$ cat src/rtl/display_pkg.sv
// Shared display-path definitions: default digit width, the decoder blank code,
// the scan state type and a constant-evaluable ceiling log2.
package display_pkg;

    localparam int DEFAULT_DIGIT_W = 4;
    localparam logic [3:0] BLANK_CODE = 4'hF;

    typedef enum logic {
        ST_IDLE = 1'b0,
        ST_SCAN = 1'b1
    } scan_state_t;

    // Smallest r with 2**r >= value; returns 0 for value <= 1.
    function automatic int clog2(input int value);
        int r;
        r = 0;
        while ((1 << r) < value) begin
            r++;
        end
        return r;
    endfunction

endpackage

$ cat src/rtl/digit_scan_mux_if.sv
// Bank inputs and scanned-digit outputs between the clock core and the
// 7-segment decoder path.
interface digit_scan_mux_if #(
    parameter int NUM_DIGITS = 4,
    parameter int DIGIT_W    = display_pkg::DEFAULT_DIGIT_W
);

    logic                          en;
    logic                          sel24;
    logic [NUM_DIGITS*DIGIT_W-1:0] digits_24;
    logic [NUM_DIGITS*DIGIT_W-1:0] digits_12;
    logic [DIGIT_W-1:0]            digit_out;
    logic [NUM_DIGITS-1:0]         digit_en;
    logic                          blank;
    logic                          frame_done;

    modport master (
        output en, sel24, digits_24, digits_12,
        input  digit_out, digit_en, blank, frame_done
    );

    modport slave (
        input  en, sel24, digits_24, digits_12,
        output digit_out, digit_en, blank, frame_done
    );

endinterface

$ cat src/rtl/digit_scan_mux_prescaler.sv
// Digit hold-time counter: counts 0..PRESCALE-1 and flags the terminal count.
// With PRESCALE=1 the counter stays at zero and tick is permanently high.
module scan_prescaler
    import display_pkg::*;
#(
    parameter int PRESCALE = 50000
) (
    input  logic clk,
    input  logic rst_n,
    input  logic clr,
    output logic tick
);

    localparam int CW = (clog2(PRESCALE) < 1) ? 1 : clog2(PRESCALE);
    localparam logic [CW-1:0] TERMINAL = CW'(PRESCALE - 1);

    logic [CW-1:0] cnt;

    assign tick = (cnt == TERMINAL);

    always_ff @(posedge clk or negedge rst_n) begin
        if (!rst_n) begin
            cnt <= '0;
        end else if (clr || tick) begin
            cnt <= '0;
        end else begin
            cnt <= cnt + CW'(1);
        end
    end

endmodule

$ cat src/rtl/digit_scan_mux.sv
// Time-multiplexed digit selector: latches one bank per scan frame and drives
// one digit at a time with a one-hot anode select and leading-zero blanking.
module digit_scan_mux
    import display_pkg::*;
#(
    parameter int NUM_DIGITS    = 4,
    parameter int DIGIT_W       = DEFAULT_DIGIT_W,
    parameter int PRESCALE      = 50000,
    parameter bit BLANK_LEADING = 1'b1
) (
    input  logic            clk,
    input  logic            rst_n,
    digit_scan_mux_if.slave bus
);

    localparam int IW = (clog2(NUM_DIGITS) < 1) ? 1 : clog2(NUM_DIGITS);

    typedef logic [NUM_DIGITS-1:0][DIGIT_W-1:0] bank_t;

    scan_state_t           state_q, state_d;
    logic [IW-1:0]         idx;
    bank_t                 shadow;
    bank_t                 next_bank;
    logic [DIGIT_W-1:0]    digit_q;
    logic [NUM_DIGITS-1:0] digit_en_q;
    logic                  blank_q;
    logic                  done_q;
    logic                  clr;
    logic                  tick;
    logic                  last;
    logic                  blank_cond;

    assign next_bank = bus.sel24 ? bank_t'(bus.digits_24) : bank_t'(bus.digits_12);
    assign last      = (idx == IW'(NUM_DIGITS - 1));
    assign clr       = !bus.en || (state_q == ST_IDLE);

    scan_prescaler #(
        .PRESCALE (PRESCALE)
    ) u_prescaler (
        .clk   (clk),
        .rst_n (rst_n),
        .clr   (clr),
        .tick  (tick)
    );

    always_comb begin
        state_d = state_q;
        if (!bus.en) begin
            state_d = ST_IDLE;
        end else begin
            state_d = ST_SCAN;
        end
    end

    always_ff @(posedge clk or negedge rst_n) begin
        if (!rst_n) begin
            state_q <= ST_IDLE;
        end else begin
            state_q <= state_d;
        end
    end

    // Blank only when this digit and every more significant one are zero; digit 0 always shows.
    always_comb begin
        blank_cond = BLANK_LEADING && (idx != '0);
        for (int i = 0; i < NUM_DIGITS; i++) begin
            if (i >= int'(idx) && shadow[i] != '0) begin
                blank_cond = 1'b0;
            end
        end
    end

    always_ff @(posedge clk or negedge rst_n) begin
        if (!rst_n) begin
            idx        <= '0;
            shadow     <= '0;
            digit_q    <= '0;
            digit_en_q <= '0;
            blank_q    <= 1'b1;
            done_q     <= 1'b0;
        end else if (!bus.en) begin
            idx        <= '0;
            digit_en_q <= '0;
            blank_q    <= 1'b1;
            done_q     <= 1'b0;
        end else begin
            digit_q    <= shadow[idx];
            digit_en_q <= NUM_DIGITS'(1) << idx;
            blank_q    <= blank_cond;
            done_q     <= 1'b0;
            if (state_q == ST_IDLE) begin
                shadow <= next_bank;
                idx    <= '0;
            end else if (tick) begin
                if (last) begin
                    // Bank is resampled only at the wrap so a frame never mixes sources.
                    idx    <= '0;
                    shadow <= next_bank;
                    done_q <= 1'b1;
                end else begin
                    idx <= idx + IW'(1);
                end
            end
        end
    end

    assign bus.digit_out  = digit_q;
    assign bus.digit_en   = digit_en_q;
    assign bus.blank      = blank_q;
    assign bus.frame_done = done_q;

endmodule

$ cat src/flat_wrapper.sv
// flat-port wrapper written by rule: the top's interface ports become plain ports
module digit_scan_mux_flat import display_pkg::*;
#(
    parameter int NUM_DIGITS    = 4,
    parameter int DIGIT_W       = DEFAULT_DIGIT_W,
    parameter int PRESCALE      = 50000,
    parameter bit BLANK_LEADING = 1'b1
)
  (clk, rst_n, bus_en, bus_sel24, bus_digits_24, bus_digits_12, bus_digit_out, bus_digit_en, bus_blank, bus_frame_done);
  digit_scan_mux_if #(.NUM_DIGITS(NUM_DIGITS), .DIGIT_W(DIGIT_W)) bus_i ();
  input  logic clk;
  input  logic rst_n;
  input wire logic [$bits(bus_i.en)-1:0] bus_en;
  input wire logic [$bits(bus_i.sel24)-1:0] bus_sel24;
  input wire logic [$bits(bus_i.digits_24)-1:0] bus_digits_24;
  input wire logic [$bits(bus_i.digits_12)-1:0] bus_digits_12;
  output wire logic [$bits(bus_i.digit_out)-1:0] bus_digit_out;
  output wire logic [$bits(bus_i.digit_en)-1:0] bus_digit_en;
  output wire logic [$bits(bus_i.blank)-1:0] bus_blank;
  output wire logic [$bits(bus_i.frame_done)-1:0] bus_frame_done;
  assign bus_i.en = bus_en;
  assign bus_i.sel24 = bus_sel24;
  assign bus_i.digits_24 = bus_digits_24;
  assign bus_i.digits_12 = bus_digits_12;
  assign bus_digit_out = bus_i.digit_out;
  assign bus_digit_en = bus_i.digit_en;
  assign bus_blank = bus_i.blank;
  assign bus_frame_done = bus_i.frame_done;
  digit_scan_mux #(.NUM_DIGITS(NUM_DIGITS), .DIGIT_W(DIGIT_W), .PRESCALE(PRESCALE), .BLANK_LEADING(BLANK_LEADING)) u_core (.clk(clk), .rst_n(rst_n), .bus(bus_i));
endmodule
$ cat config.mk
export PLATFORM = sky130hd
export DESIGN_NAME = digit_scan_mux_flat
export DESIGN_NICKNAME = d
export VERILOG_FILES = /design/src/rtl/display_pkg.sv /design/src/rtl/digit_scan_mux_if.sv /design/src/rtl/digit_scan_mux_prescaler.sv /design/src/rtl/digit_scan_mux.sv /design/src/flat_wrapper.sv
export SDC_FILE = /design/constraint.sdc
export NUM_CORES = 1
export LEC_CHECK = 0
export CAP_MARGIN = 40
export CORE_UTILIZATION = 45
export CTS_BUF_LIST = sky130_fd_sc_hd__clkbuf_4 sky130_fd_sc_hd__clkbuf_8
export DETAILED_ROUTE_END_ITERATION = 16
export DONT_BUFFER_PORTS = 1
export PLACE_DENSITY_LB_ADDON = 0.05
export REMOVE_ABC_BUFFERS = 1
export SYNTH_ARGS = -nofsm -noshare
export SYNTH_HDL_FRONTEND = slang
export SYNTH_SLANG_ARGS = --single-unit
$ cat constraint.sdc
create_clock -name clk -period 2.2 [get_ports clk]
set_input_delay 0.44 -clock clk [delete_from_list [all_inputs] [get_ports clk]]
set_output_delay 0.44 -clock clk [all_outputs]
set_load 0.01 [all_outputs]
### After elaboration in Yosys (flattened, before gate mapping)

Cells that the tools add are included.

* register bits: 45
* bits of input ports: 36
* output and inout bits: 10
* logic and storage cells: 58

* add/sub/neg operators: 2
* order comparisons: 4
* equality and inequality tests: 5
* shift-type cells: 1
* mux-type cells: 22
* bitwise operators: 1
* reductions and logical operators: 12

Operators by type and width (count)
* 16-bit 2-to-1 mux: 5
* 16-bit by 1-bit adder with 16-bit output, second input constant: 1
* 16-bit equality test, second input constant: 1
* 4-bit nonzero test: 4
* 1-bit 2-to-1 mux: 10
* 4-bit binary-select mux with 2-bit select: 1
* 2-bit 2-to-1 mux: 4
* 4-bit 2-to-1 mux: 2
* 1-bit by 2-bit greater-or-equal comparator with 1-bit output, first input constant: 2
* 2-bit inequality test, second input constant: 2
* 1-bit by 2-bit << shifter with 4-bit output, first input constant: 1
* 1-bit logical AND: 3
* 2-bit by 3-bit < comparator with 1-bit output, second input constant: 1
* 3-bit inequality test, second input constant: 1
* 3-bit AND reduction: 1
* 2-bit by 1-bit adder with 2-bit output, second input constant: 1
* 2-bit equality test, second input constant: 1
* 2-bit greater-or-equal comparator, first input constant: 1
* 1-bit logical OR: 2
* 2-bit nonzero test: 1
* 1-bit zero test: 1
* 1-bit inverter: 1

### Depth between registers and ports, before layout

Gate-level depths: netlist of run 1.

* depth after elaboration: 7
* gate-level depth with buffers: 6

### Modules after synthesis

From an unflattened synthesis of run 1, not the netlist that was laid out.

* cell total of the unflattened synthesis: 183
* area total of the unflattened synthesis: 2306.0 µm²

Modules (own cells, without submodules)
* digit_scan_mux: times used 1, cells an instance 103, area an instance 1514.0 µm², sequential area each 726.9 µm²
* scan_prescaler: times used 1, cells an instance 80, area an instance 792.0 µm², sequential area each 400.4 µm²

### Worst setup path before layout of run 1

Ideal clock, no wire load.

* kind: flip-flop to flip-flop
* start point: register u_core.u_prescaler.cnt[0]
* end point: register u_core.shadow[10] (netlist bit)
* library setup time: 0.125 ns
* arrival: 1.672 ns
* required time: 2.075 ns
* setup slack: 0.403 ns
* stages on the path, launching flop included: 7
* clock period less this slack: 1.797 ns
* cells stage by stage: dfrtp_1 > ha_1 > and3_1 > nand4_4 > o22ai_4 > buf_12 > mux2_4

* cells in the longest elaborated chain, start to end: 3

RTL lines
* start: declaration: RTL line digit_scan_mux_prescaler.sv:17 `logic [CW-1:0] cnt;`
* start signal: assignment: RTL line digit_scan_mux_prescaler.sv:27 `cnt <= cnt + CW'(1);`
* 16-bit equality test: RTL line digit_scan_mux_prescaler.sv:19 `assign tick = (cnt == TERMINAL);`
* 2-bit inequality test (no line)
* 3-bit AND reduction (no line)
* end signal: assignment: RTL line digit_scan_mux.sv:92 `shadow <= next_bank;`
* end signal: assignment: RTL line digit_scan_mux.sv:98 `shadow <= next_bank;`
* end: declaration: RTL line digit_scan_mux.sv:22 `bank_t shadow;`

Every way passes these cells.
A chain may end at the register's enable or synchronous reset.

### Final worst setup path of run 1

* start point: register u_core.u_prescaler.cnt[0]
* end point: register u_core.shadow[11] (netlist bit)

Same word-level chain as after synthesis.

==> flow_metrics.py, run 1 <==
metrics = {
    "final_layout": {
        "finish.instance_area_um2": 2530,
        "finish.utilization": 0.522,
        "final_net_count": 233,
        "seq_area_um2": 1130,
        "area_delta_synth_final_pct": 9.07,
        "antenna_cells_inserted": 0,
        "post_route_cells_drive_above_1_share": 0.313,
        "n_fill_cell": 419,
        "multi_input_area_um2": 1110,
    },
    "grt": {
        "overflow": 0,
        "grt_pass1_wl_mm": 6.96,
        "pin_count_of_the_biggest_net_entering_global_routing": 46,
        "grt_util_all_layers": 0.174,
        "via_count_of_the_first_global_routing_pass": 1432,
        "antenna_violations_before_repair": 0,
    },
    "detailed_routing": {
        "final_antenna_net_count": 0,
        "detail_route.iter0.violations": 75,
        "wl_per_cell_um": 15.9,
        "via_per_inst": 5.34,
        "vias": 1383,
        "drt_wl_total_mm": 4.13,
        "dr.pass1.iters": 4,
        "drc": 0,
    },
    "sta": {
        "setup_tns_ps": 0,
        "setup_viol_count_final": 0,
        "achievable-frequency_mhz": 534,
        "period_share": 0.851,
        "rsz0062_at_grt": "no",
        "transition_time_at_the_pin_with_the_least_slew_margin_ps": 355,
        "layout_min_cycle_time_ps": 1870,
        "slew_headroom": 0.761,
        "timing.clock.skew_ps": 11.3,
        "timing.final.max_slew_violations": 0,
        "report.final.hold_viol_count": 0,
    },
    "setup_path": {
        "startpoint_type": "flip-flop",
        "critical_path_required_ps": 2380,
        "crit_type": "reg -> reg",
        "worst_ep_arrival_time_ps": 2050,
        "critPathMaxFanout": 16,
        "end_kind": "flip-flop",
    },
    "logic_synthesis": {
        "synthesis.yosys.warnings": 0,
        "synthCells": 186,
        "synth_seq_cells": 45,
        "syn_area_per_cell_um2": 12.5,
        "synth-edff-count": 0,
        "synth_ff_type": "dfrtp_1",
        "synth_async_sr_flop_share": 1.00,
        "syn_area_um2": 2320,
        "synth.lib_cells_used.distinct": 30,
        "synth.yosys.seq_area_share": 0.486,
    },
    "clocking": {
        "cts_buffer_depth": 2,
        "clockRootBuffer": "clkbuf_8",
        "cts.sink_count": 45,
        "clock_tree_from_tritoncts": "yes",
        "cts_inserted_buffers": 5,
        "worstSkewPairLatency_ps": 300,
        "postCtsResizedCells": 0,
        "clkTransAtPathRegs_ps": 90,
        "h-tree-depth": 2,
    },
    "pwr": {
        "power.density_nw_per_um2": 673,
        "vdd.ir_drop.worst_mv": 0.470,
        "power.static_leakage_nw": 1.04,
        "power_w": 0.00170,
    },
    "placement": {
        "placement.io_buffers": 0,
        "instance_area_after_placement_um2": 2390,
        "routabilityCongestion": 0.792,
        "dpl.hpwl_mm": 2.94,
    },
    "worst_hold_path": {
        "holdCritPathClass": "in -> reg",
    },
    "floorplan": {
        "initial_utilization": 0.478,
        "placementRows": 25,
        "die_height_um": 73.8,
        "die-area_um2": 5440,
        "design.core.area_um2": 4850,
        "io_pins": 46,
        "chipWidth_um": 73.8,
    },
    "run_status": {
        "result_of_the_run": "complete, no violations",
    },
    "flow_run": {
        "maxCapViolations": 0,
    },
}
-- final cells by class --
class	instances	area share
Timing Repair Buffer	5	0.0287
Inverter	9	0.0134
Tap cell	67	0.0332
Clock buffer	8	0.0386
Multi-Input combinational cell	125	0.440
Sequential cell	45	0.446
-- per-layer routing --
metal  wire length [um]  part of all wire  vias up  GRT usage
met5                  0                 0        -          0
met4                 48             0.012        0     0.0577
met3                204             0.049        7     0.0453
met2               1770              0.43       41      0.236
met1               2100              0.51      675      0.265
li1                   -                 -      660          -
-- cell families after synthesis --
kind of cell / count (synthesis) / share of synthesized area
AND/OR/NAND/NOR: 59 / 0.142
flip-flops: 45 / 0.486
multiplexers: 41 / 0.234
buffers and inverters: 16 / 0.0335
XOR/XNOR: 13 / 0.0491
AO/OA/AOI/OAI: 6 / 0.0227
adder cells (fa/ha/maj): 6 / 0.0324
-- worst max-delay path, stage by stage, from the launching register on --
cell and delay [ps]:
dfrtp_1 400, ha_1 220, and3_1 260, nand4_4 160
o22ai_4 180, buf_12 180, mux2_2 340
-- power breakdown --
part	switching (W)	internal, W	leakage, nW
logic	0.0000600	0.000126	0.411
registers	0.0000677	0.000899	0.575
clock network	0.000267	0.000281	0.0523
total	0.000395	0.00131	1.04
-- synth_stat cells, types with 2 or more instances --
cell	number	area, um^2
mux2_4	10	150
and4bb_2	2	25.0
and2_1	2	12.5
nand4_1	5	31.3
xnor2_1	11	96.3
dfrtp_1	44	1100
xor2_1	2	17.5
nor2_1	23	86.3
a21oi_1	3	15.0
mux2_2	26	293
nand3_1	6	30.0
mux4_2	4	90.1
inv_1	9	33.8
nor3_1	4	20.0
ha_1	6	75.1
nand2_1	7	26.3
clkbuf_1	5	18.8
nor4_1	5	31.3
-- what timing repair did --
| item | 4_1_cts | 5_1_grt |
|---|---|---|
| buffers inserted | 0 | 0 |
| hold endpoints to repair | 45 | 0 |
| hold buffers | 2 | 0 |
-- stage by stage --
stage                     setup slack, ps  cells  hold WS, ps
final                                 327    259          166
after global routing                  167    259          147
after global placement                386    249          146
after floorplan                       280    179          144
after CTS                             308    259          158
after detailed placement              321    249          146
-- state kept, by name (all words and copies together) (netlist names) --
name / flops
u_core.shadow: 16
u_core.u_prescaler.cnt: 16
u_core.bus.digit_en: 4
u_core.bus.digit_out: 4
u_core.idx: 2
u_core.bus.blank: 1
u_core.bus.frame_done: 1
u_core.state_q: 1
-- placed cells by master (no fill, tap or decap), drive strengths merged, types with 2 or more instances in the layout --
cell type | Yosys | layout
xnor2 | 11 | 11
and2 | 2 | 2
nand4 | 6 | 6
nor4 | 5 | 5
dfrtp | 44 | 44
xor2 | 2 | 2
inv | 9 | 9
buf | 2 | 4
nor3 | 4 | 4
clkbuf | 5 | 8
nand2 | 7 | 7
nor2 | 23 | 23
mux2 | 36 | 36
mux4 | 4 | 4
and4bb | 2 | 2
a21oi | 3 | 3
nand3 | 6 | 6
ha | 6 | 6
-- path summary, 6_finish.rpt --
path / from / endpoint / slack (ps) / cells past startpoint
min: bus_en / u_core.state_q / 170 / 0
max reg2reg: u_core.u_prescaler.cnt[0] / u_core.shadow[11] / 330 / 6
min in group asynchronous: rst_n / u_core.u_prescaler.cnt[5] / 640 / 2
max: u_core.u_prescaler.cnt[0] / u_core.shadow[11] / 330 / 6
max in group asynchronous: rst_n / u_core.bus.blank / 1280 / 2
min reg2reg: u_core.u_prescaler.cnt[0] / u_core.u_prescaler.cnt[0] / 500 / 1
Power figures use the tool's default switching activity.
==> run 2: changes to the inputs <==
==> constraint.sdc (replaced) <==
create_clock -name clk -period 2 [get_ports clk]
set_input_delay 0.4 -clock clk [delete_from_list [all_inputs] [get_ports clk]]
set_output_delay 0.4 -clock clk [all_outputs]
set_load 0.01 [all_outputs]
==> run 2 against run 1 <==
Net effect:
- cell area grew 0.89%
- core utilization grew 0.46 points
- register-to-register slack lost 180 ps
- final cell count grew 1.2%
- die area is the same
- critical path depth is the same
- setup slack lost 180 ps
- non-clock buffer count grew 3
- count of clock-buffer cells in the layout is the same
- clock skew shrank 4.6 ps
- combinational power grew 11%
==> flow_metrics.py, run 2 (synthesis gave the netlist of run 1 again) <==
metrics = {
    "run_status": {
        "result_of_the_run": "complete, no violations",
    },
    "clocking": {
        "cts_buffer_depth": 2,
        "clock_tree_from_tritoncts": "yes",
        "postCtsResizedCells": 0,
        "clkTransAtPathRegs_ps": 80,
        "cts.sink_count": 45,
        "postCtsSetupRepairBufs": 0,
        "cts-hold-fix-buffers": 2,
        "h-tree-depth": 2,
        "clockRootBuffer": "clkbuf_8",
        "worstSkewPairLatency_ps": 290,
        "cts_inserted_buffers": 5,
    },
    "setup_path": {
        "startpoint": "u_core.u_prescaler.cnt[0]",
        "end_kind": "flip-flop",
        "crit_chain": "ha_1 > and3_1 > nand4_4 > o22ai_4 > buf_12 > mux2_2",
        "worst_path_max_delay_cell": "dfrtp_1",
        "startpoint_type": "flip-flop",
        "crit_end": "u_core.shadow[3]",
        "critical_path.reg2reg.endpoint": "u_core.shadow[3]",
        "worst_ep_arrival_time_ps": 2030,
        "worst-r2r-setup-slack_ps": 150,
        "cp_slowest_stage_delay_ps": 390,
        "r2r.worst_path.cells": 6,
        "crit_type": "reg -> reg",
        "critical_path_required_ps": 2180,
        "critPathMaxFanout": 16,
        "r2r-start": "u_core.u_prescaler.cnt[0]",
    },
    "pwr": {
        "power.static_leakage_nw": 1.05,
        "vdd.ir_drop.worst_mv": 0.395,
        "power_w": 0.00187,
        "power.density_nw_per_um2": 733,
    },
    "detailed_routing": {
        "wl_per_cell_um": 16.2,
        "drt_wl_total_mm": 4.25,
        "vias": 1394,
        "drc": 0,
        "detail_route.iter0.violations": 94,
        "final_antenna_net_count": 0,
        "dr.pass1.iters": 4,
        "via_per_inst": 5.32,
    },
    "sta": {
        "achievable-frequency_mhz": 540,
        "timing.final.max_slew_violations": 0,
        "slew_headroom": 0.759,
        "setup_tns_ps": 0,
        "worst_hold_slack_ps": 134,
        "timing.clock.skew_ps": 6.71,
        "setup_viol_count_final": 0,
        "layout_min_cycle_time_ps": 1850,
        "transition_time_at_the_pin_with_the_least_slew_margin_ps": 356,
        "period_share": 0.925,
        "rsz0062_at_grt": "no",
        "report.final.hold_viol_count": 0,
    },
    "placement": {
        "routabilityCongestion": 0.820,
        "placement.io_buffers": 0,
        "dp.cells": 252,
        "dpl.hpwl_mm": 2.98,
    },
    "grt": {
        "grt_pass1_wl_mm": 7.24,
        "via_count_of_the_first_global_routing_pass": 1483,
        "overflow": 0,
        "antenna_violations_before_repair": 0,
        "grt_util_all_layers": 0.179,
        "pin_count_of_the_biggest_net_entering_global_routing": 46,
    },
    "floorplan": {
        "design.core.area_um2": 4850,
        "placementRows": 25,
        "die-area_um2": 5440,
        "initial_utilization": 0.478,
        "chipWidth_um": 73.8,
        "io_pins": 46,
        "die_height_um": 73.8,
    },
    "flow_run": {
        "maxCapViolations": 0,
    },
    "final_layout": {
        "area_delta_synth_final_pct": 10.0,
        "post_route_cells_drive_above_1_share": 0.323,
        "final-instance-count-excl-fill": 262,
        "n_fill_cell": 403,
        "top_regs": "u_core.shadow (16), u_core.u_prescaler.cnt (16)",
        "layout_common_cells": "44 x dfrtp_1, 26 x mux2_2, 23 x nor2_1",
        "antenna_cells_inserted": 0,
        "mostFrequentLayoutCell": "dfrtp_1",
        "final_net_count": 236,
    },
    "worst_hold_path": {
        "min_from": "bus_en",
        "holdCritPathClass": "in -> reg",
    },
}
## run 2: cell types whose count changed in the layout (fill, tap and decap cells not counted)
cell,change
buf_4,+3
## run 2: power breakdown
group          internal (W)  total [W]  leakage (nW)  switching [W]
clock network      0.000309   0.000603        0.0523       0.000293
registers          0.000989    0.00106         0.575      0.0000714
logic              0.000139   0.000206         0.427      0.0000670
total               0.00144    0.00187          1.05       0.000432
## run 2: routing by layer
layer	part of all wire	wire length, um	global-route usage	vias up
li1	-	-	-	670
met1	0.51	2150	0.261	681
met2	0.43	1840	0.259	38
met3	0.050	213	0.0535	5
met4	0.010	44	0.0449	0
met5	0	0	0	-
## run 2: critical path: cells and delay by family (launching register included)
| kind | cells | cell delay [ps] |
|---|---|---|
| simple gates | 2 | 420 |
| flops | 1 | 390 |
| mux | 1 | 340 |
| fa+ha+maj | 1 | 220 |
| buf+inv | 1 | 190 |
| compound gates | 1 | 180 |
## run 2: cell type report
cell class	instances	area (um^2)	share of cell area
Multi-Input combinational cell	125	1110	0.436
Clock buffer	8	97.6	0.0383
Tap cell	67	83.8	0.0329
Inverter	9	33.8	0.0132
Timing Repair Buffer	8	95.1	0.0373
Sequential cell	45	1130	0.442
## run 2: through the flow
| stage | cell area (um^2) | setup slack, ps | util |
|---|---|---|---|
| after floorplan | 2270 | 79.9 | - |
| after global placement | 2420 | 198 | 0.498 |
| after detailed placement | 2420 | 143 | 0.498 |
| after CTS | 2550 | 135 | 0.526 |
| after global routing | 2550 | 16.8 | 0.526 |
| final | 2550 | 150 | 0.526 |
## run 2: how the worst min path moves through the flow
stage,cells past startpoint,endpoint
6_report,0,u_core.state_q
5_1_grt,0,u_core.state_q
3_5_place_dp,0,u_core.u_prescaler.cnt[3]
2_1_floorplan,0,u_core.bus.digit_en[0]
4_1_cts,0,u_core.state_q
3_3_place_gp,0,u_core.u_prescaler.cnt[3]
==> run 3: changes to the inputs <==
--- a/config.mk
+++ b/config.mk
@@ -12,6 +12,8 @@
 export DONT_BUFFER_PORTS = 1
 export PLACE_DENSITY_LB_ADDON = 0.05
 export REMOVE_ABC_BUFFERS = 1
+export SLEW_MARGIN = 20
 export SYNTH_ARGS = -nofsm -noshare
 export SYNTH_HDL_FRONTEND = slang
 export SYNTH_SLANG_ARGS = --single-unit
+export TNS_END_PERCENT = 10
==> results of run 3 <==
No change in the layout: final DEF, timing and power equal those of run 2.
